--- src/rtl/lcd_pkg.sv ---
`default_nettype none
// ============================================================================
// Module   : lcd_pkg
// Purpose  : Shared state encodings, HD44780 command bytes and init helpers.
// Revision : 1.0
// ============================================================================
package lcd_pkg;

    typedef enum logic [3:0] {
        ST_PWR_WAIT  = 4'd0,
        ST_INIT_RAW  = 4'd1,
        ST_INIT_CMD  = 4'd2,
        ST_SNAP      = 4'd3,
        ST_ADDR_A    = 4'd4,
        ST_CHARS_A   = 4'd5,
        ST_ADDR_B    = 4'd6,
        ST_CHARS_B   = 4'd7,
        ST_FRAME_END = 4'd8
    } lcd_state_t;

    // Progress of the byte (or raw nibble) currently owned by the sequencer
    typedef enum logic [1:0] {
        PH_HI  = 2'd0,
        PH_LO  = 2'd1,
        PH_GAP = 2'd2
    } lcd_phase_t;

    typedef enum logic [1:0] {
        TX_IDLE = 2'd0,
        TX_SU   = 2'd1,
        TX_EH   = 2'd2,
        TX_HOLD = 2'd3
    } tx_phase_t;

    localparam logic [7:0] FUNC_SET   = 8'h28;
    localparam logic [7:0] DISP_ON    = 8'h0C;
    localparam logic [7:0] ENTRY      = 8'h06;
    localparam logic [7:0] CLEAR      = 8'h01;
    localparam logic [7:0] DDRAM_ROW0 = 8'h80;
    localparam logic [7:0] DDRAM_ROW1 = 8'hC0;

    localparam logic [3:0] INIT_NIB_WAKE = 4'h3;
    localparam logic [3:0] INIT_NIB_4BIT = 4'h2;

    function automatic int unsigned max2(input int unsigned a, input int unsigned b);
        return (a > b) ? a : b;
    endfunction

    function automatic logic [3:0] init_raw_nib(input logic [1:0] idx);
        return (idx == 2'd3) ? INIT_NIB_4BIT : INIT_NIB_WAKE;
    endfunction

    function automatic logic [7:0] init_cmd_byte(input logic [1:0] idx);
        logic [7:0] b;
        case (idx)
            2'd0:    b = FUNC_SET;
            2'd1:    b = DISP_ON;
            2'd2:    b = ENTRY;
            default: b = CLEAR;
        endcase
        return b;
    endfunction

endpackage
`default_nettype wire

--- src/rtl/lcd_nibble_tx.sv ---
`default_nettype none
// ============================================================================
// Module   : lcd_nibble_tx
// Purpose  : One 4-bit LCD write: setup, E-high, hold; done on last hold cycle.
// Revision : 1.0
// ============================================================================
import lcd_pkg::*;

module lcd_nibble_tx #(
    parameter int unsigned T_SU   = 4,
    parameter int unsigned T_EH   = 24,
    parameter int unsigned T_HOLD = 4
) (
    input  logic       clk,
    input  logic       reset,
    input  logic       start,
    input  logic [3:0] nib,
    input  logic       rs,
    output logic       lcd_e,
    output logic [3:0] lcd_d,
    output logic       lcd_rs,
    output logic       done
);

    localparam int unsigned T_MAX = max2(max2(T_SU, T_EH), T_HOLD);
    localparam int unsigned CW    = $clog2(T_MAX + 1);

    tx_phase_t       phase, phase_n;
    logic [CW-1:0]   cnt, cnt_n;
    logic [3:0]      d_n;
    logic            rs_n;

    always_ff @(posedge clk) begin
        if (reset) begin
            phase  <= TX_IDLE;
            cnt    <= '0;
            lcd_d  <= '0;
            lcd_rs <= 1'b0;
            lcd_e  <= 1'b0;
        end else begin
            phase  <= phase_n;
            cnt    <= cnt_n;
            lcd_d  <= d_n;
            lcd_rs <= rs_n;
            lcd_e  <= (phase_n == TX_EH);
        end
    end

    // A start during the final hold cycle is accepted, giving back-to-back nibbles
    always_comb begin
        phase_n = phase;
        cnt_n   = cnt + CW'(1);
        d_n     = lcd_d;
        rs_n    = lcd_rs;
        case (phase)
            TX_SU: begin
                if (cnt == CW'(T_SU - 1)) begin
                    phase_n = TX_EH;
                    cnt_n   = '0;
                end
            end
            TX_EH: begin
                if (cnt == CW'(T_EH - 1)) begin
                    phase_n = TX_HOLD;
                    cnt_n   = '0;
                end
            end
            TX_HOLD: begin
                if (cnt == CW'(T_HOLD - 1)) begin
                    phase_n = TX_IDLE;
                    cnt_n   = '0;
                end
            end
            default: cnt_n = '0;
        endcase
        if (start) begin
            phase_n = TX_SU;
            cnt_n   = '0;
            d_n     = nib;
            rs_n    = rs;
        end
    end

    assign done = (phase == TX_HOLD) && (cnt == CW'(T_HOLD - 1));

endmodule
`default_nettype wire

--- src/rtl/lcd_text_refresh.sv ---
`default_nettype none
// ============================================================================
// Module   : lcd_text_refresh
// Purpose  : HD44780 4-bit init once, then endless two-row refresh from snapshots.
// Revision : 1.0
// ============================================================================
import lcd_pkg::*;

module lcd_text_refresh #(
    parameter int unsigned T_PWR      = 2000000,
    parameter int unsigned T_INIT_NIB = 500000,
    parameter int unsigned T_SU       = 4,
    parameter int unsigned T_EH       = 24,
    parameter int unsigned T_HOLD     = 4,
    parameter int unsigned T_CMD      = 4000,
    parameter int unsigned T_CLR      = 164000
) (
    input  logic         clk,
    input  logic         reset,
    input  logic [127:0] row_A,
    input  logic [127:0] row_B,
    output logic         LCD_E,
    output logic         LCD_RS,
    output logic         LCD_RW,
    output logic [3:0]   LCD_D,
    output logic         frame_done
);

    localparam int unsigned CNT_MAX = max2(max2(T_PWR, T_INIT_NIB), max2(T_CMD, T_CLR));
    localparam int unsigned CNT_W   = $clog2(CNT_MAX + 1);

    lcd_state_t         state, state_n;
    lcd_phase_t         ph, ph_n;
    logic [3:0]         idx, idx_n;
    logic [CNT_W-1:0]   cnt, cnt_n;
    logic [CNT_W-1:0]   gap_last;
    logic [127:0]       snap_a, snap_b;
    logic               start, tx_done, tx_rs;
    logic [3:0]         tx_nib;
    logic [7:0]         cur_byte;

    always_ff @(posedge clk) begin
        if (reset) begin
            state  <= ST_PWR_WAIT;
            ph     <= PH_HI;
            idx    <= '0;
            cnt    <= '0;
            snap_a <= '0;
            snap_b <= '0;
        end else begin
            state <= state_n;
            ph    <= ph_n;
            idx   <= idx_n;
            cnt   <= cnt_n;
            if (state == ST_SNAP) begin
                snap_a <= row_A;
                snap_b <= row_B;
            end
        end
    end

    // Only a command-mode 0x01 is a clear; a 0x01 character gets the normal gap
    always_comb begin
        if (state == ST_INIT_RAW)
            gap_last = CNT_W'(T_INIT_NIB - 1);
        else if ((state == ST_INIT_CMD) && (init_cmd_byte(idx[1:0]) == CLEAR))
            gap_last = CNT_W'(T_CLR - 1);
        else
            gap_last = CNT_W'(T_CMD - 1);
    end

    // The next nibble is launched in the last cycle of the previous step, so no idle cycles
    always_comb begin
        state_n = state;
        ph_n    = ph;
        idx_n   = idx;
        cnt_n   = cnt;
        start   = 1'b0;
        case (state)
            ST_PWR_WAIT: begin
                if (cnt == CNT_W'(T_PWR - 1)) begin
                    state_n = ST_INIT_RAW;
                    ph_n    = PH_HI;
                    idx_n   = '0;
                    cnt_n   = '0;
                    start   = 1'b1;
                end else begin
                    cnt_n = cnt + CNT_W'(1);
                end
            end
            ST_SNAP: begin
                state_n = ST_ADDR_A;
                ph_n    = PH_HI;
                idx_n   = '0;
                start   = 1'b1;
            end
            ST_FRAME_END: state_n = ST_SNAP;
            default: begin
                case (ph)
                    PH_HI: begin
                        if (tx_done) begin
                            if (state == ST_INIT_RAW) begin
                                ph_n  = PH_GAP;
                                cnt_n = '0;
                            end else begin
                                ph_n  = PH_LO;
                                start = 1'b1;
                            end
                        end
                    end
                    PH_LO: begin
                        if (tx_done) begin
                            ph_n  = PH_GAP;
                            cnt_n = '0;
                        end
                    end
                    default: begin
                        if (cnt != gap_last) begin
                            cnt_n = cnt + CNT_W'(1);
                        end else begin
                            ph_n  = PH_HI;
                            start = 1'b1;
                            idx_n = idx + 4'd1;
                            case (state)
                                ST_INIT_RAW: begin
                                    if (idx == 4'd3) begin
                                        state_n = ST_INIT_CMD;
                                        idx_n   = '0;
                                    end
                                end
                                ST_INIT_CMD: begin
                                    if (idx == 4'd3) begin
                                        state_n = ST_SNAP;
                                        start   = 1'b0;
                                    end
                                end
                                ST_ADDR_A: begin
                                    state_n = ST_CHARS_A;
                                    idx_n   = '0;
                                end
                                ST_CHARS_A: begin
                                    if (idx == 4'd15) begin
                                        state_n = ST_ADDR_B;
                                        idx_n   = '0;
                                    end
                                end
                                ST_ADDR_B: begin
                                    state_n = ST_CHARS_B;
                                    idx_n   = '0;
                                end
                                ST_CHARS_B: begin
                                    if (idx == 4'd15) begin
                                        state_n = ST_FRAME_END;
                                        start   = 1'b0;
                                    end
                                end
                                default: start = 1'b0;
                            endcase
                        end
                    end
                endcase
            end
        endcase
    end

    // Nibble to launch is selected from the step being entered
    always_comb begin
        cur_byte = 8'h00;
        case (state_n)
            ST_INIT_CMD: cur_byte = init_cmd_byte(idx_n[1:0]);
            ST_ADDR_A:   cur_byte = DDRAM_ROW0;
            ST_CHARS_A:  cur_byte = snap_a[{~idx_n, 3'b000} +: 8];
            ST_ADDR_B:   cur_byte = DDRAM_ROW1;
            ST_CHARS_B:  cur_byte = snap_b[{~idx_n, 3'b000} +: 8];
            default:     cur_byte = 8'h00;
        endcase
        tx_rs = (state_n == ST_CHARS_A) || (state_n == ST_CHARS_B);
        if (state_n == ST_INIT_RAW)
            tx_nib = init_raw_nib(idx_n[1:0]);
        else if (ph_n == PH_LO)
            tx_nib = cur_byte[3:0];
        else
            tx_nib = cur_byte[7:4];
    end

    lcd_nibble_tx #(
        .T_SU   (T_SU),
        .T_EH   (T_EH),
        .T_HOLD (T_HOLD)
    ) u_tx (
        .clk    (clk),
        .reset  (reset),
        .start  (start),
        .nib    (tx_nib),
        .rs     (tx_rs),
        .lcd_e  (LCD_E),
        .lcd_d  (LCD_D),
        .lcd_rs (LCD_RS),
        .done   (tx_done)
    );

    assign LCD_RW     = 1'b0;
    assign frame_done = (state == ST_FRAME_END);

endmodule
`default_nettype wire

--- config.mk ---
export PLATFORM = sky130hd
export DESIGN_NAME = lcd_text_refresh
export DESIGN_NICKNAME = d
export VERILOG_FILES = /design/src/rtl/lcd_pkg.sv /design/src/rtl/lcd_nibble_tx.sv /design/src/rtl/lcd_text_refresh.sv
export SDC_FILE = /design/constraint.sdc
export NUM_CORES = 1
export LEC_CHECK = 0
export CORE_ASPECT_RATIO = 0.9
export CORE_MARGIN = 8
export CORE_UTILIZATION = 35
export DETAILED_ROUTE_END_ITERATION = 16
export PLACE_DENSITY = 0.66
export SKIP_LAST_GASP = 1
export SLEW_MARGIN = 20
export SYNTH_ARGS = -nofsm -noshare
export SYNTH_HDL_FRONTEND = slang
export SYNTH_SLANG_ARGS = --single-unit
--- constraint.sdc ---
create_clock -name clk -period 3.6 [get_ports clk]
set_input_delay 0.36 -clock clk [delete_from_list [all_inputs] [get_ports clk]]
set_output_delay 0.36 -clock clk [all_outputs]
set_load 0.005 [all_outputs]
Word-level counts from Yosys, hierarchy flattened
Index checks and enable logic that the tools add are counted.
Storage, ports and cells
  register bits: 300
  bits in latches: 0
  RAM bits: 0
  bits in read-only memories: 0
  logic and storage cells: 124
  memories kept: 0
Operators by class
  $add $sub $neg: 3
  multipliers: 0
  divide/modulo/power cells: 0
  $lt $le $gt $ge: 0
  equal/unequal tests: 35
  shifts and indexed selects: 2
  mux-type cells: 56
  bitwise operators: 2
  reduce and logical (&&, ||, !) cells: 15
Operators by type and width (count)
  indexed part select 128 x 8 -> 8 bit: 2
  2-to-1 mux 21 bit: 5
  case mux 21 bit (2 select lines): 2
  2-to-1 mux 4 bit: 14
  case mux 8 bit (5 select lines): 1
  case mux 4 bit (3 select lines): 3
  case mux 6 bit (3 select lines): 2
  equality test 4 x 3 -> 1 bit, second input constant: 8
  case mux 4 bit (6 select lines): 1
  adder 21 x 1 -> 21 bit, second input constant: 1
  equality test 21 bit, second input constant: 1
  != test 21 bit: 1
  2-to-1 mux 19 bit: 1
  2-to-1 mux 18 bit: 1
  2-to-1 mux 2 bit: 9
  equality test 4 x 2 -> 1 bit, second input constant: 4
  equality test 2 bit, second input constant: 6
  case mux 2 bit (3 select lines): 2
  equality test 2 x 1 -> 1 bit, second input constant: 5
  2-to-1 mux 5 bit: 2
  case mux 5 bit (2 select lines): 1
  OR reduction 2 bit: 5
  != test 3 x 2 -> 1 bit, second input constant: 3
  equality test 4 x 1 -> 1 bit, second input constant: 2
  other kinds (20): 31

Logic depth before layout (Yosys ltp)
Gate-level depths: netlist of the first run.
  word-level depth: 16
  gate-level depth with buffers: 19
  gate-level depth less buffers: 15

Modules after synthesis
A second synthesis of the first run with hierarchy kept.
Unflattened totals
  cell total of the unflattened synthesis: 1851
  area, all modules: 14267.4 µm²
Modules (own cells, without submodules)
  lcd_text_refresh: instances 1, cells each 1792, area an instance 13691.9 µm², seq. area each 5745.5 µm²
  lcd_nibble_tx: instances 1, cells each 59, area an instance 575.6 µm², seq. area each 260.2 µm²

Worst setup path after synthesis of the first run
OpenSTA, ideal clock, no wires.
  kind: register -> register
  start point: register cnt[5]
  end point: register u_tx.lcd_d[1]
  setup time: 123 ps
  data arrival time: 3672 ps
  path slack: -196 ps
  cell stages (with the launch flop): 18
  path buffers: 4
  cell sequence: dfxtp_1 buf_6 or4b_1 or4_1 a221oi_4 nand2_4 or3_1 nand2_2 inv_2 buf_6 buf_6 buf_2 ha_1 mux2_2 a21o_1 a31oi_1 a311o_1 o41ai_1
On the way
  word-level cells in the longest chain between the ends: 9
  elaborated cells between the ends (all ways): 35
RTL lines
  from (decl): RTL line lcd_text_refresh.sv:35  | logic [CNT_W-1:0] cnt, cnt_n;
  from (signal assigned): RTL line lcd_text_refresh.sv:54  | cnt <= cnt_n;
  != test 21 bit: RTL line lcd_text_refresh.sv:118  | if (cnt != gap_last) begin
  2-to-1 mux 4 bit: RTL line lcd_text_refresh.sv:118
  2-to-1 mux 4 bit: RTL line lcd_text_refresh.sv:99  | case (ph)
  case mux 4 bit (3 select lines): RTL line lcd_text_refresh.sv:79  | case (state)
  inverter 4 bit (tied with other cells): RTL line lcd_text_refresh.sv:172, lcd_text_refresh.sv:174
  indexed part select 128 x 8 -> 8 bit (tied with other cells): RTL line lcd_text_refresh.sv:174  | ST_CHARS_B: cur_byte = snap_b[{~idx_n, 3'b000} +: 8];
  case mux 8 bit (5 select lines): RTL line lcd_text_refresh.sv:169  | case (state_n)
  2-to-1 mux 4 bit: RTL line lcd_text_refresh.sv:180  | else if (ph_n == PH_LO)
  2-to-1 mux 4 bit: RTL line lcd_text_refresh.sv:178  | if (state_n == ST_INIT_RAW)
  to (signal assigned): RTL line lcd_nibble_tx.sv:43  | lcd_d <= d_n;
  to (decl): RTL line lcd_nibble_tx.sv:20  | output logic [3:0] lcd_d,
Several ways; a longest one is shown, not always the timed one.
A chain may end at the register's enable or synchronous reset.

Final worst setup path of the first run
  start point: register cnt[19]
  end point: register u_tx.lcd_d[2]
Same word-level chain as after synthesis.

==> results.md, run 1 <==
- The flow ran to the end, but the final reports show violations.
- The checks that failed: negative setup slack.
- On the worst path, the slowest cell contributes a delay of 0.54 ns.
- The initialized floorplan defines 70 standard-cell rows.
- The net switching power figure is 1.56 mW.
- The most used flip-flop cell after synthesis is dfxtp_1.
- For this run, the detailed router's first-pass iteration total came to 6.
- The sum of overflow across all layers after global routing is 0.
- For the final database, setup skew stands at between 0.02 and 0.03 ns.
- For hold timing, the worst endpoint is snap_b[2].
- The post-synthesis instance total is approximately 1,800.
- The most common cell in the synthesized netlist is nand2_1.
- The netlist uses 77 different library cells.
- The total number of vias is ~14,000.
- The number of antenna diodes in the final layout is 0.
- TritonCTS created 34 clock buffers.
- For this design the static power due to leakage is approximately 7.6 nW.
- The congestion estimate from routability-driven global placement came to 0.917.
- The first routing iteration left roughly 1,200 violations.
- The layout overhead on the synthesized area is 40.7%.
- The number of antenna violations at the first check in global routing was 1.
- The peak-usage layer in the global routing report is met2.
- In this run the most critical hold path is launched from reset.
- The number of failing hold endpoints at the final stage is 0.
- Summing all non-filler instances in the final layout gives an area of around 20,000 um2.
- For the worst-skew pair, the clock arrives at the later sink with an insertion delay of ~0.54 ns.
- The worst-margin pin slew is ~1.1 ns.
- The setup slack after placement is -0.297 ns.
- In this run the register-to-register setup slack is -0.02 ns.
- The relative slew slack is between 20% and 30%.
- In this run the mean area of a mapped cell was between 7 and 8 um2.
- Combinational logic burns slightly below 5% of the power.
- The worst path uses 101% of the clock period.
- Clock-pin slew was measured on the worst setup and hold paths at roughly 0.060 ns.
- The count of pins on the block boundary is 266.
- Setup repair after global routing could not meet its margin everywhere.
- Traced cell by cell, the critical path runs through or4b_1 > or4_4 > a221oi_4 > buf_6 > and2_4 > a21oi_4 > buf_6 > buf_12 > buf_4 > mux2i_1 > a2111oi_1 > buf_4 > a32oi_1 > a21o_1 > nand4_1.
- The kind of capture point of the worst setup path is a flop.
- The post-synthesis async set-or-reset flop share is 0%.
- The total clock sinks is 300.
- The count of buffers from port buffering is around 260.
- After synthesis, flip-flops and latches occupy a little over two fifths of the total area.
- The nature of the critical path startpoint is a flop.
- After layout, the worst setup slack is -0.0200 ns.
- Registers are responsible for a little under half of the overall power.
- The cell count after placement is between 2,000 and 3,000.
- The proportion of layout cells with a drive suffix above 1 is around 14%.
- Net switching is a little over a fifth of the power.
- The CTS tree is built.
- The worst hold path passes through 2 cells.
- The placeable core region is between 40,000 and 50,000 um2.
- The count of max-cap constraint violations is 0.
- The floorplan step defined a die boundary enclosing ~47,000 um2.
- The post-route non-filler standard cell count is 2,745.
- The routed design has between 50,000 and 60,000 um of wire.
- The count of hold-fix buffers inserted at cts is 0.
- The met2 track demand over resource is between 30% and 40%.
- The final number of max-transition violations was 0.
- In this run the cell area measured after placement is approximately 18,000 um2.
- The post-layout total power is about 7.3 mW.
- The synthesized design contains 0 enable-type register cells.
- The net count of the finished layout is ~2,400.
- The area fraction of the dominant cell type after synthesis is between 40% and 50%.
- No sink is reached through more buffers than the 3 on the longest clock path.
- For this run, the top clock speed supported by timing is approximately 280 MHz.
- Summed over all nets, the half-perimeter wirelength after detailed placement is approximately 38,000 um.
- The post-synthesis instance area is 14,200 um2.
- Setup violations remaining at the end of the flow were counted as 2.
- The count of nets left with antenna violations once routing finished came out at 0.
- The number of synthesized register bits is 300.
- The tree is rooted in a clkbuf_16.
- The largest net degree at the start of global routing is roughly 120.
- The yosys synthesis warning count is 0.
- The setup path with the least slack is of type reg -> reg.
- The maximum level of the CTS H-tree is 2.
- The minimum period implied by the final worst setup slack is approximately 3.6 ns.
- The internal cell power is 5.69 mW.
- Final hold analysis gives a worst-case slack of 0.292 ns.
- In the global route stage, met1 resource usage came out at approximately 29%.
- Global routing consumed, over all layers together, between 20% and 30% of the routing resources.
- The first global-routing pass estimated roughly 80,000 um of wire.
- The number of nets in the synthesized netlist is about 2,100.
- The maximum fanout along the worst path is 7.
- Yosys attributes the largest share of cell area to dfxtp_1 (42%), nand2_1 (15%), a21oi_1 (10%).
- The arrival time at the worst endpoint is roughly 4.1 ns.
- The endpoint identified for the worst register-to-register timing path is u_tx.lcd_d[2].
- The die is between 200 and 250 um wide.
- The path class of the lowest-slack min-delay path is in -> reg.
- The total power per unit cell area is ~360 nW/um2.
- The worst register-to-register path begins at cnt[19].
- The vertical die dimension is just over 200 um.
- The cell at the slowest stage of the critical path is a2111oi_1.
- The highest ir drop seen on vdd is 0.000310 V.
- Counting instances in the post-synthesis netlist gives the leading cell types as nand2_1 (582), dfxtp_1 (300), a21oi_1 (292).
- In the routed design, unresolved DRC markers number 0.
- The dominant cell type by area after synthesis is dfxtp_1.
- The initial cell density of the core is between 30% and 40%.
- In this run, the clock network consumes ~49% of the power.
- Measured in cells, the most critical reg-to-reg path has a length of 15.
- Dividing the detail-routed via count by the number of cells gives 5.25.
- The average detailed-routed wire length per instance is approximately 19 um.
- The required arrival time at the worst endpoint is 4.07 ns.
- The global-route met3 utilization is about 4%.
- The number of global-route vias before repair is about 14,000.
==> power groups by stage <==
stage	combinational [mW]	clock (mW)	sequential, mW
after floorplan	0.0551	0	3.40
after global placement	0.354	0	3.40
after detailed placement	0.357	0	3.40
after CTS	0.359	3.62	3.32
after global routing	0.380	3.77	3.32
final	0.358	3.57	3.32
==> sequential cells by signal, indices dropped and copies added (netlist names) <==
register     count
ph               2
cnt             21
u_tx.lcd_d       4
u_tx.phase       2
u_tx.cnt         5
u_tx.lcd_rs      1
snap_a         128
idx              4
state            4
snap_b         128
u_tx.lcd_e       1
==> worst max-delay path, delay by kind of cell (launching register included) <==
| kind | cells | cell delay, ns |
|---|---|---|
| mux | 1 | 0.15 |
| buf+inv | 5 | 0.79 |
| flops | 1 | 0.30 |
| simple gates | 4 | 1.17 |
| compound gates | 5 | 1.16 |
==> worst max-delay path by stage <==
stage | cells after the start | to | start
floorplan | 17 | u_tx.lcd_d[1] | cnt[5]
global placement | 13 | u_tx.lcd_d[1] | cnt[19]
detailed placement | 14 | u_tx.lcd_d[1] | state[0]
CTS | 14 | u_tx.lcd_d[0] | cnt[19]
global route | 15 | u_tx.lcd_d[0] | cnt[19]
finish | 15 | u_tx.lcd_d[2] | cnt[19]
==> metal layers <==
metal,vias up,part of all wire (%)
li1,6953,-
met1,6918,47
met2,465,44
met3,83,6.3
met4,2,2.5
met5,-,0.017
==> area by class of cell <==
class | instances | area (um2)
clock buffers | 51 | 1020
clock inverters | 11 | 134
fillers | 3864 | 20400
inverters | 14 | 52.6
multi-input cells | 1378 | 7790
flip-flops and latches | 300 | 6010
well taps | 540 | 676
repair buffers | 451 | 4330
==> repair_timing <==
action	4_1_cts	5_1_grt
setup endpoints to repair	4	10
cloned	2	2
buffers inserted	8	9
pin swaps	3	16
resized for setup	18	73
==> cells by family after synthesis <==
family,Yosys count,synth area share (%)
compound gates,422,17.4
xor+xnor,17,1.05
other cells,1,0.0264
fa+ha+maj,10,0.880
simple gates,797,23.9
mux,131,9.27
flops,300,42.2
buf+inv,156,5.18
==> metrics by stage <==
| stage | utilization (%) | TNS (ns) |
|---|---|---|
| floorplan | - | -0.147 |
| global placement | 45.2 | -0.695 |
| detailed placement | 45.2 | -0.767 |
| CTS | 48.5 | -0.0637 |
| global route | 49.6 | -0.504 |
| finish | 49.6 | -0.0247 |
==> placed cells by master (no fill, tap or decap), types with 5 or more instances in the layout <==
| cell type | count |
|---|---|
| nand2_1 | 582 |
| dfxtp_1 | 298 |
| a21oi_1 | 289 |
| clkdlybuf4s50_1 | 263 |
| buf_4 | 159 |
| mux2i_1 | 106 |
| nor2_1 | 54 |
| clkbuf_16 | 37 |
| nand3_1 | 30 |
| nor2b_1 | 25 |
| o21ai_0 | 18 |
| a211oi_1 | 18 |
| nand4_1 | 15 |
| mux2i_2 | 13 |
| inv_1 | 12 |
| nor3_1 | 12 |
| xor2_1 | 12 |
| buf_6 | 12 |
| buf_12 | 11 |
| or3_1 | 10 |
| ha_1 | 9 |
| a31oi_1 | 8 |
| and3_1 | 8 |
| clkbuf_1 | 8 |
| clkbuf_8 | 8 |
| nor4_1 | 7 |
| and2_1 | 7 |
| a2111oi_0 | 7 |
| a211oi_2 | 7 |
| mux2i_4 | 6 |
| or2_2 | 5 |
| o211ai_1 | 5 |
| mux2_2 | 5 |
| o22ai_1 | 5 |
| xnor2_1 | 5 |
(Power assumes the default switching activity.)
==> run 2: changes to the inputs <==
- ABC_AREA: default -> 1
- PLACE_DENSITY: 0.66 -> 0.67
==> results.md, run 2 <==
- The total clock buffers created by CTS is 34.
- When the netlist entered floorplanning its net count stood at about 2,400.
- The clock drives 300 sinks.
- For the worst-skew pair, the clock arrives at the later sink with an insertion delay of 0.54 ns.
- The detailed-placement wirelength estimate is about 34,000 um.
- The first TritonRoute pass finished after 6 iterations.
- Of the cells placed in the final design, the portion with a size suffix greater than 1 is under 10%.
- The total area inside the core boundary comes to 39,500 um2.
- The number of antenna violations at the first check in global routing is 2.
- The type of the worst setup path is reg -> reg.
- The netlist uses 42 different library cells.
- The first-pass GRT wire length is ~75,000 um.
- For this run, design rule violations remaining after detail routing come to 0.
- Timing would allow up to 294 MHz.
- The routed design has between 40,000 and 50,000 um of wire.
- The remaining number of nets flagged by the antenna check after routing is 0.
- The total number of vias is between 10,000 and 15,000.
- In the final routed layout, each cell accounts on average for ~17 um.
- The startpoint identified for the worst register-to-register timing path is state[3].
- The relative slew slack is between 30% and 40%.
- The initial utilization of the core area, before any placement, comes to between 30 and 40%.
- The post-layout total power is ~7 mW.
- The minimum period implied by the final worst setup slack is ~3.4 ns.
- Across the run, the number of max-cap violations was 0.
- The most common cell in the synthesized netlist is nor2_1.
- The flow ran to the end, and the final reports show no timing, DRC or antenna violations.
- Clock-pin slew was measured on the worst setup and hold paths at roughly 0.06 ns.
- Setup violations remaining at the end of the flow were counted as 0.
- The nature of the critical path startpoint is a flop.
- The largest net degree at the start of global routing is 186.
- By area the synthesized netlist is led by dfxtp_1 (43%), nor2_1 (15%), nand2_1 (10%).
- The layout overhead on the synthesized area is 30.9%.
- The count of flip-flops with a built-in enable after synthesis is 0.
- Measured along the y axis, the die boundary spans ~210 um.
- Dividing the detail-routed via count by the number of cells gives between 5 and 6.
- In this run the most critical hold path is launched from row_B[63].
- The routed design uses ~23,000 um of met2 wire.
- The fraction of the core area covered by cells at the end of the flow is between 40 and 50%.
- Excluding fillers, the count of instances in the completed layout stands at between 2,000 and 3,000.
- For this run the aggregate overflow at the end of global routing stands at 0.
- The layout has around 4,000 filler cells.
- The highest ir drop seen on vdd is about 0.00025 V.
- For this design, the CTS-stage hold fixing added 0 buffers.
- The maximum buffer depth of the clock tree is 3.
- The launch point of the worst path is state[3].
- The path class of the tightest hold or removal check is in -> reg.
- The number of placed instances, taps included, is 2,799.
- For this design the top-level I/O count stands at approximately 270.
- The cell leakage power is around 7.6 nW.
- The largest registers in the layout are snap_a x128, snap_b x128, cnt x21.
- At the placement stage, the worst setup path has a slack of 0.0187 ns.
- In this run the top signal layer used is met4.
- The final RePlAce weighted congestion is ~0.86.
- The synthesized design devotes to its leading area cell type 43.0% of total area.
- The largest total area in the synthesized netlist belongs to dfxtp_1.
- The number of failing hold endpoints at the final stage came to 0.
- The CTS tree is built.
- Data arrives at the worst endpoint at between 3 and 4 ns.
- At the worst endpoint, the required time is around 4.0 ns.
- In the layout the commonest cells are nor2_1 (555), nand2_1 (370), dfxtp_1 (296).
- The met1 wire length is about 22,000 um.
- The count of buffers from port buffering is between 200 and 300.
- The maximum level of the CTS H-tree is 2.
- The kind of capture point of the worst setup path is a flop.
- The total number of nets in the final design is approximately 2,600.
- The placed instances occupy a cell area of about 17,000 um2.
- The post-synthesis instance total is around 2,100.
- Counting instances in the post-synthesis netlist gives the leading cell types as nor2_1 (559), nand2_1 (372), dfxtp_1 (300).
- The sum of met3 wire segment lengths after detailed routing is about 3600 um.
- On the final layout, the worst hold slack is about 0.4 ns.
- The clock tree root driver cell is clkbuf_16.
- Dividing total power by cell area gives a power density of around 380 nW/um2.
- At the pin with the least slew margin, the transition time is between 1 and 1.5 ns.
- The final number of max-transition violations is 0.
- The post-synthesis async set-or-reset flop share is 0%.
- Row generation in the floorplan step produced slightly below 70 rows.
- The aggregate global-route resource usage is 20.1%.
- The final setup skew is about 0.028 ns.
- The synthesized area per cell is 6.63 um2.
- The post-synthesis instance area is ~14,000 um2.
- The number of global-route vias before repair is roughly 14,000.
- The die covers roughly 47,000 um2.
- During synthesis, Yosys emitted a total of 0 warnings.
- The most used flip-flop cell after synthesis is dfxtp_1.
- The part of the Yosys area used for sequential elements is between 40 and 50%.
- Counting flops and latches in the post-synthesis netlist gives 300.
- The horizontal extent of the die is 227 um.
- The library cell used most frequently in the layout, excluding fill and tap cells, is nor2_1.
- The starting DRC count in detailed routing is around 1,700.
- The final design area excluding fillers is roughly 18,000 um2.
- In this run the worst path has a maximum fanout of 15.
- Of the available clock period, the critical path in the final layout requires 94.4%.
- The final total negative setup slack is 0 ns.
- Setup slack closes at 0.201 ns.
- The setup slack of the worst register-to-register path is roughly 0.20 ns.
-- run 2: area by class of cell --
cell class	instances	area, um2	area share, %
Antenna cell	1	2.50	0.0137
Timing Repair Buffer	304	3140	17.2
Tap cell	532	666	3.64
Sequential cell	300	6010	32.9
Clock inverter	7	63.8	0.349
Clock buffer	50	951	5.21
Multi-Input combinational cell	1585	7100	38.9
Inverter	85	332	1.82
-- run 2: per-layer routing --
metal / vias up / GRT usage (%)
li1: 7245 / -
met1: 6811 / 26.9
met2: 551 / 31.8
met3: 82 / 3.98
met4: 0 / 7.12
met5: - / 0
-- run 2: worst paths after layout --
kind / endpoint / cells past startpoint
setup / recovery: u_tx.lcd_d[3] / 24
hold / removal: snap_b[63] / 3
setup reg to reg: u_tx.lcd_d[3] / 24
hold reg to reg: u_tx.cnt[0] / 1
-- run 2: cell families after synthesis --
| family | synth area share, % |
|---|---|
| adder cells (fa/ha/maj) | 0.896 |
| other | 0.0269 |
| AO/OA/AOI/OAI | 12.6 |
| buffers and inverters | 6.58 |
| XOR/XNOR | 0.188 |
| AND/OR/NAND/NOR | 36.7 |
| flip-flops | 43.0 |
-- run 2: repair_timing --
action / CTS / global route
setup endpoints to repair: 0 / 4
endpoints found under the hold margin: 0 / 0
buffers inserted: 0 / 4
gates resized for setup: 0 / 20
-- run 2: where the power goes --
group / switching, mW / internal (mW)
clock: 1.39 / 1.84
combinational: 0.103 / 0.261
sequential: 0.00386 / 3.32
total: 1.50 / 5.42
-- run 2: critical path, stage by stage (launching register included) --
cell,delay (ns)
dfxtp_1,0.35
nor2_4,0.22
nand2_4,0.14
nand2_1,0.09
nand2_1,0.07
nor2_2,0.13
nand3_2,0.10
nor2_4,0.24
inv_2,0.10
or2_1,0.24
nand2_1,0.07
nand2_1,0.08
nor2_4,0.22
buf_4,0.29
nand3_1,0.17
nand3_1,0.13
nand3_1,0.17
nand2_1,0.12
nand2_1,0.06
nand3_1,0.08
nand2_1,0.05
nand2_1,0.05
nand2_1,0.05
nand2_1,0.05
nand2_1,0.04
==> run 3: changes to the inputs <==
- CELL_PAD_IN_SITES_DETAIL_PLACEMENT: default -> 1
- CELL_PAD_IN_SITES_GLOBAL_PLACEMENT: default -> 2
- CORE_UTILIZATION: 35 -> 25
- PLACE_DENSITY: 0.67 -> 0.82
==> results.md, run 3 (synthesized netlist as in run 2, its figures left out) <==
- The flow ran to the end, and the final reports show no timing, DRC or antenna violations.
- The logic gate share of total power is approximately 5.1%.
- Setup violations remaining at the end of the flow were counted as 0.
- The internal cell power is between 5 and 6 mW.
- The number of global-route vias before repair is ~15,000.
- The horizontal extent of the die is about 270 um.
- The average detailed-routed wire length per instance is just under 20 um.
- The minimum hold slack is about 0.39 ns.
- Derived from the worst setup path, the maximum achievable clock frequency is between 200 and 300 MHz.
- The signal on the critical path passes through nor2_4 > inv_1 > nor2_2 > inv_1 > nand2_2 > inv_2 > nand2_1 > nand2_2 > inv_2 > nand2_2 > nor2_4 > buf_12 > clkbuf_16 > nand2_1 > nand3_1 > nand3_1 > nand3_1 > nand3_1 > nand3_1 > nand2_1 > nand2_1 > nand2_1 > nand2_1.
- The switching power as a share of total power is between 20% and 30%.
- For the worst-skew pair, the clock arrives at the later sink with an insertion delay of 0.56 ns.
- The required arrival time at the worst endpoint is 4.09 ns.
- The maximum fanout along the worst path is 22.
- The count of max-cap constraint violations is 0.
- In the final layout, the registers with the most flip-flops are snap_a x128, snap_b x128, cnt x21.
- The proportion of layout cells with a drive suffix above 1 is under 10%.
- Once the floorplan was initialized, standard cells occupied 25.2% of the core.
- The largest net degree at the start of global routing is around 140.
- Across all layers, the routed design uses around 15,000 vias.
- The starting DRC count in detailed routing is 945.
- Across the VDD grid, the largest voltage drop is between 0.0003 and 0.0004 V.
- The floorplan step defined a die boundary enclosing around 64,000 um2.
- On the worst path, the slowest cell contributes a delay of ~0.35 ns.
- TritonCTS created 36 clock buffers.
- The total cell area at the placement stage is around 17,000 um2.
- The final setup skew is ~0.017 ns.
- The first-pass GRT wire length is 88,000 um.
- The final design area excluding fillers is between 15,000 and 20,000 um2.
- The row count is a little over 80.
- The type of the worst setup path is reg -> reg.
- After detailed routing, the number of remaining DRC violations is 0.
- The total number of nets in the final design is 2,597.
- The count of buffers from port buffering is between 200 and 300.
- Counting along the longest clock path gives a buffer depth of 3.
- Summed over all cells, the static leakage comes to around 7.8 nW.
- The minimum period implied by the final worst setup slack is approximately 3.4 ns.
- Setup repair after global routing could not meet its margin everywhere.
- By instance count, the cell type seen most on the critical path is nand2_1.
- The nature of the critical path startpoint is a flop.
- The relative slew slack is 31.5%.
- The slowest stage of the critical path belongs to the cell dfxtp_1.
- The vertical die dimension is around 240 um.
- After layout, the design draws a total of ~7.3 mW.
- Following the worst setup path forward leads to its endpoint at u_tx.lcd_d[3].
- The layout overhead on the synthesized area is 35.7%.
- The part of the power in registers is around 46%.
- The most common library cell in the layout ignoring fill and taps is nor2_1.
- The multi-input logic area is roughly 7200 um2.
- The start of the worst register-to-register path is state[3].
- Summed over all layers, the routed wires come to between 50,000 and 60,000 um.
- Detailed placement ended at an HPWL of about 42,000 um.
- In this run, placement finished with an instance count of between 2,000 and 3,000.
- In this run, post-CTS hold repair placed 0 buffers.
- After clock tree synthesis, the clock-pin slew on the worst setup and hold paths is about 0.06 ns.
- Across the whole layout, storage elements account for 6010 um2.
- The final RePlAce weighted congestion is 0.847.
- The count of nets left with antenna violations once routing finished came out at 0.
- The setup slack after placement is approximately 0.038 ns.
- The sum of overflow across all layers after global routing is 0.
- TritonCTS built the clock tree.
- The clock tree root driver cell is clkbuf_16.
- The fraction of the core area covered by cells at the end of the flow is between 30 and 40%.
- The total clock sinks is 300.
- STA classifies the critical path endpoint as a flop.
- Fill cells in the final layout number 6,933.
- In this run the critical register-to-register path is captured at u_tx.lcd_d[3].
- In this run the worst setup path begins at state[3].
- For the worst flop-to-flop path, the logic depth is 23.
- Before antenna repair, the detailed router went through 5 iterations.
- In the layout the commonest cells are nor2_1 (553), nand2_1 (367), dfxtp_1 (295).
- The share of the clock period used by the worst path after layout is ~95%.
- The total power per unit cell area is roughly 380 nW/um2.
- The placeable core region is around 55,000 um2.
- The count of pins on the block boundary is approximately 270.
- The maximum level of the CTS H-tree is 2.
- The min-delay analysis places its worst path in the category in -> reg.
- The final total negative setup slack is 0 ns.
- Once layout is complete, the cells apart from fillers number between 3,000 and 4,000.
- Setup slack on the worst reg-to-reg path comes out at 0.19 ns.
- The via density per instance is 4.83.
- The arrival time at the worst endpoint is a little under 4 ns.
- In this run, the clock network consumes about half of the power.
- The number of failing hold endpoints at the final stage came to 0.
- The net switching power figure is ~1.6 mW.
- The final number of max-transition violations came to 0.
- The number of antenna violations at the first check in global routing is 7.
- The worst-case setup margin in the final layout is a little under 0.2 ns.
- In the global route stage, overall resource usage came out at between 10% and 20%.
- The worst-margin pin slew is roughly 1.0 ns.
## run 3: cell types whose count changed in the layout (fill, tap and decap cells not counted), moves of 3 or more
| cell | before | now |
|---|---|---|
| clkbuf_1 | 12 | 15 |
| buf_4 | 23 | 32 |
| nand3_1 | 246 | 239 |
| clkbuf_8 | 4 | 7 |
| nand2_2 | 3 | 6 |
| nand3_2 | 2 | 9 |
| nand2_1 | 370 | 367 |
| clkbuf_16 | 37 | 44 |
| buf_12 | 8 | 13 |
## run 3: power by group through the flow
stage	logic (mW)	clock network, mW	registers [mW]
2_1_floorplan	0.0506	0	3.40
3_3_place_gp	0.366	0	3.40
3_5_place_dp	0.368	0	3.40
4_1_cts	0.370	3.67	3.33
5_1_grt	0.393	3.78	3.33
6_report	0.370	3.56	3.33
## run 3: critical path: cells and delay by family, from the launching register on
kind / cells / cell delay, ns
buffers and inverters: 6 / 0.85
and+or+nand+nor: 17 / 2.10
DFF: 1 / 0.35
## run 3: how the worst min path moves through the flow
stage	endpoint	slack (ns)	cells past startpoint	startpoint
3_3_place_gp	u_tx.cnt[0]	0.43	1	u_tx.cnt[0]
6_report	snap_a[65]	0.39	3	row_A[65]
4_1_cts	snap_a[113]	0.36	3	row_A[113]
2_1_floorplan	u_tx.cnt[0]	0.42	1	u_tx.cnt[0]
5_1_grt	snap_a[65]	0.40	3	row_A[65]
3_5_place_dp	u_tx.cnt[0]	0.44	1	u_tx.cnt[0]
## run 3: timing repair
| action | CTS | global route |
|---|---|---|
| buffers inserted | 0 | 10 |
| hold endpoints to repair | 0 | 0 |
| resized for setup | 0 | 40 |
| endpoints found under the setup margin | 0 | 7 |
## run 3: final cells by class
cell class | count | area share [%]
antenna | 1 | 0.0132
inverter | 85 | 1.78
multi-input combinational | 1585 | 37.8
tap | 714 | 4.72
sequential | 300 | 31.7
timing repair buffer | 321 | 17.9
clock inverter | 6 | 0.337
clock buffer | 59 | 5.69
## run 3: layer usage
layer | wire [um] | GRT usage (%) | vias to the layer above
li1 | - | - | 7296
met2 | 28200 | 29.2 | 322
met5 | 38 | 0 | -
met3 | 2820 | 3.10 | 63
met1 | 27400 | 23.2 | 7160
met4 | 1150 | 4.23 | 6
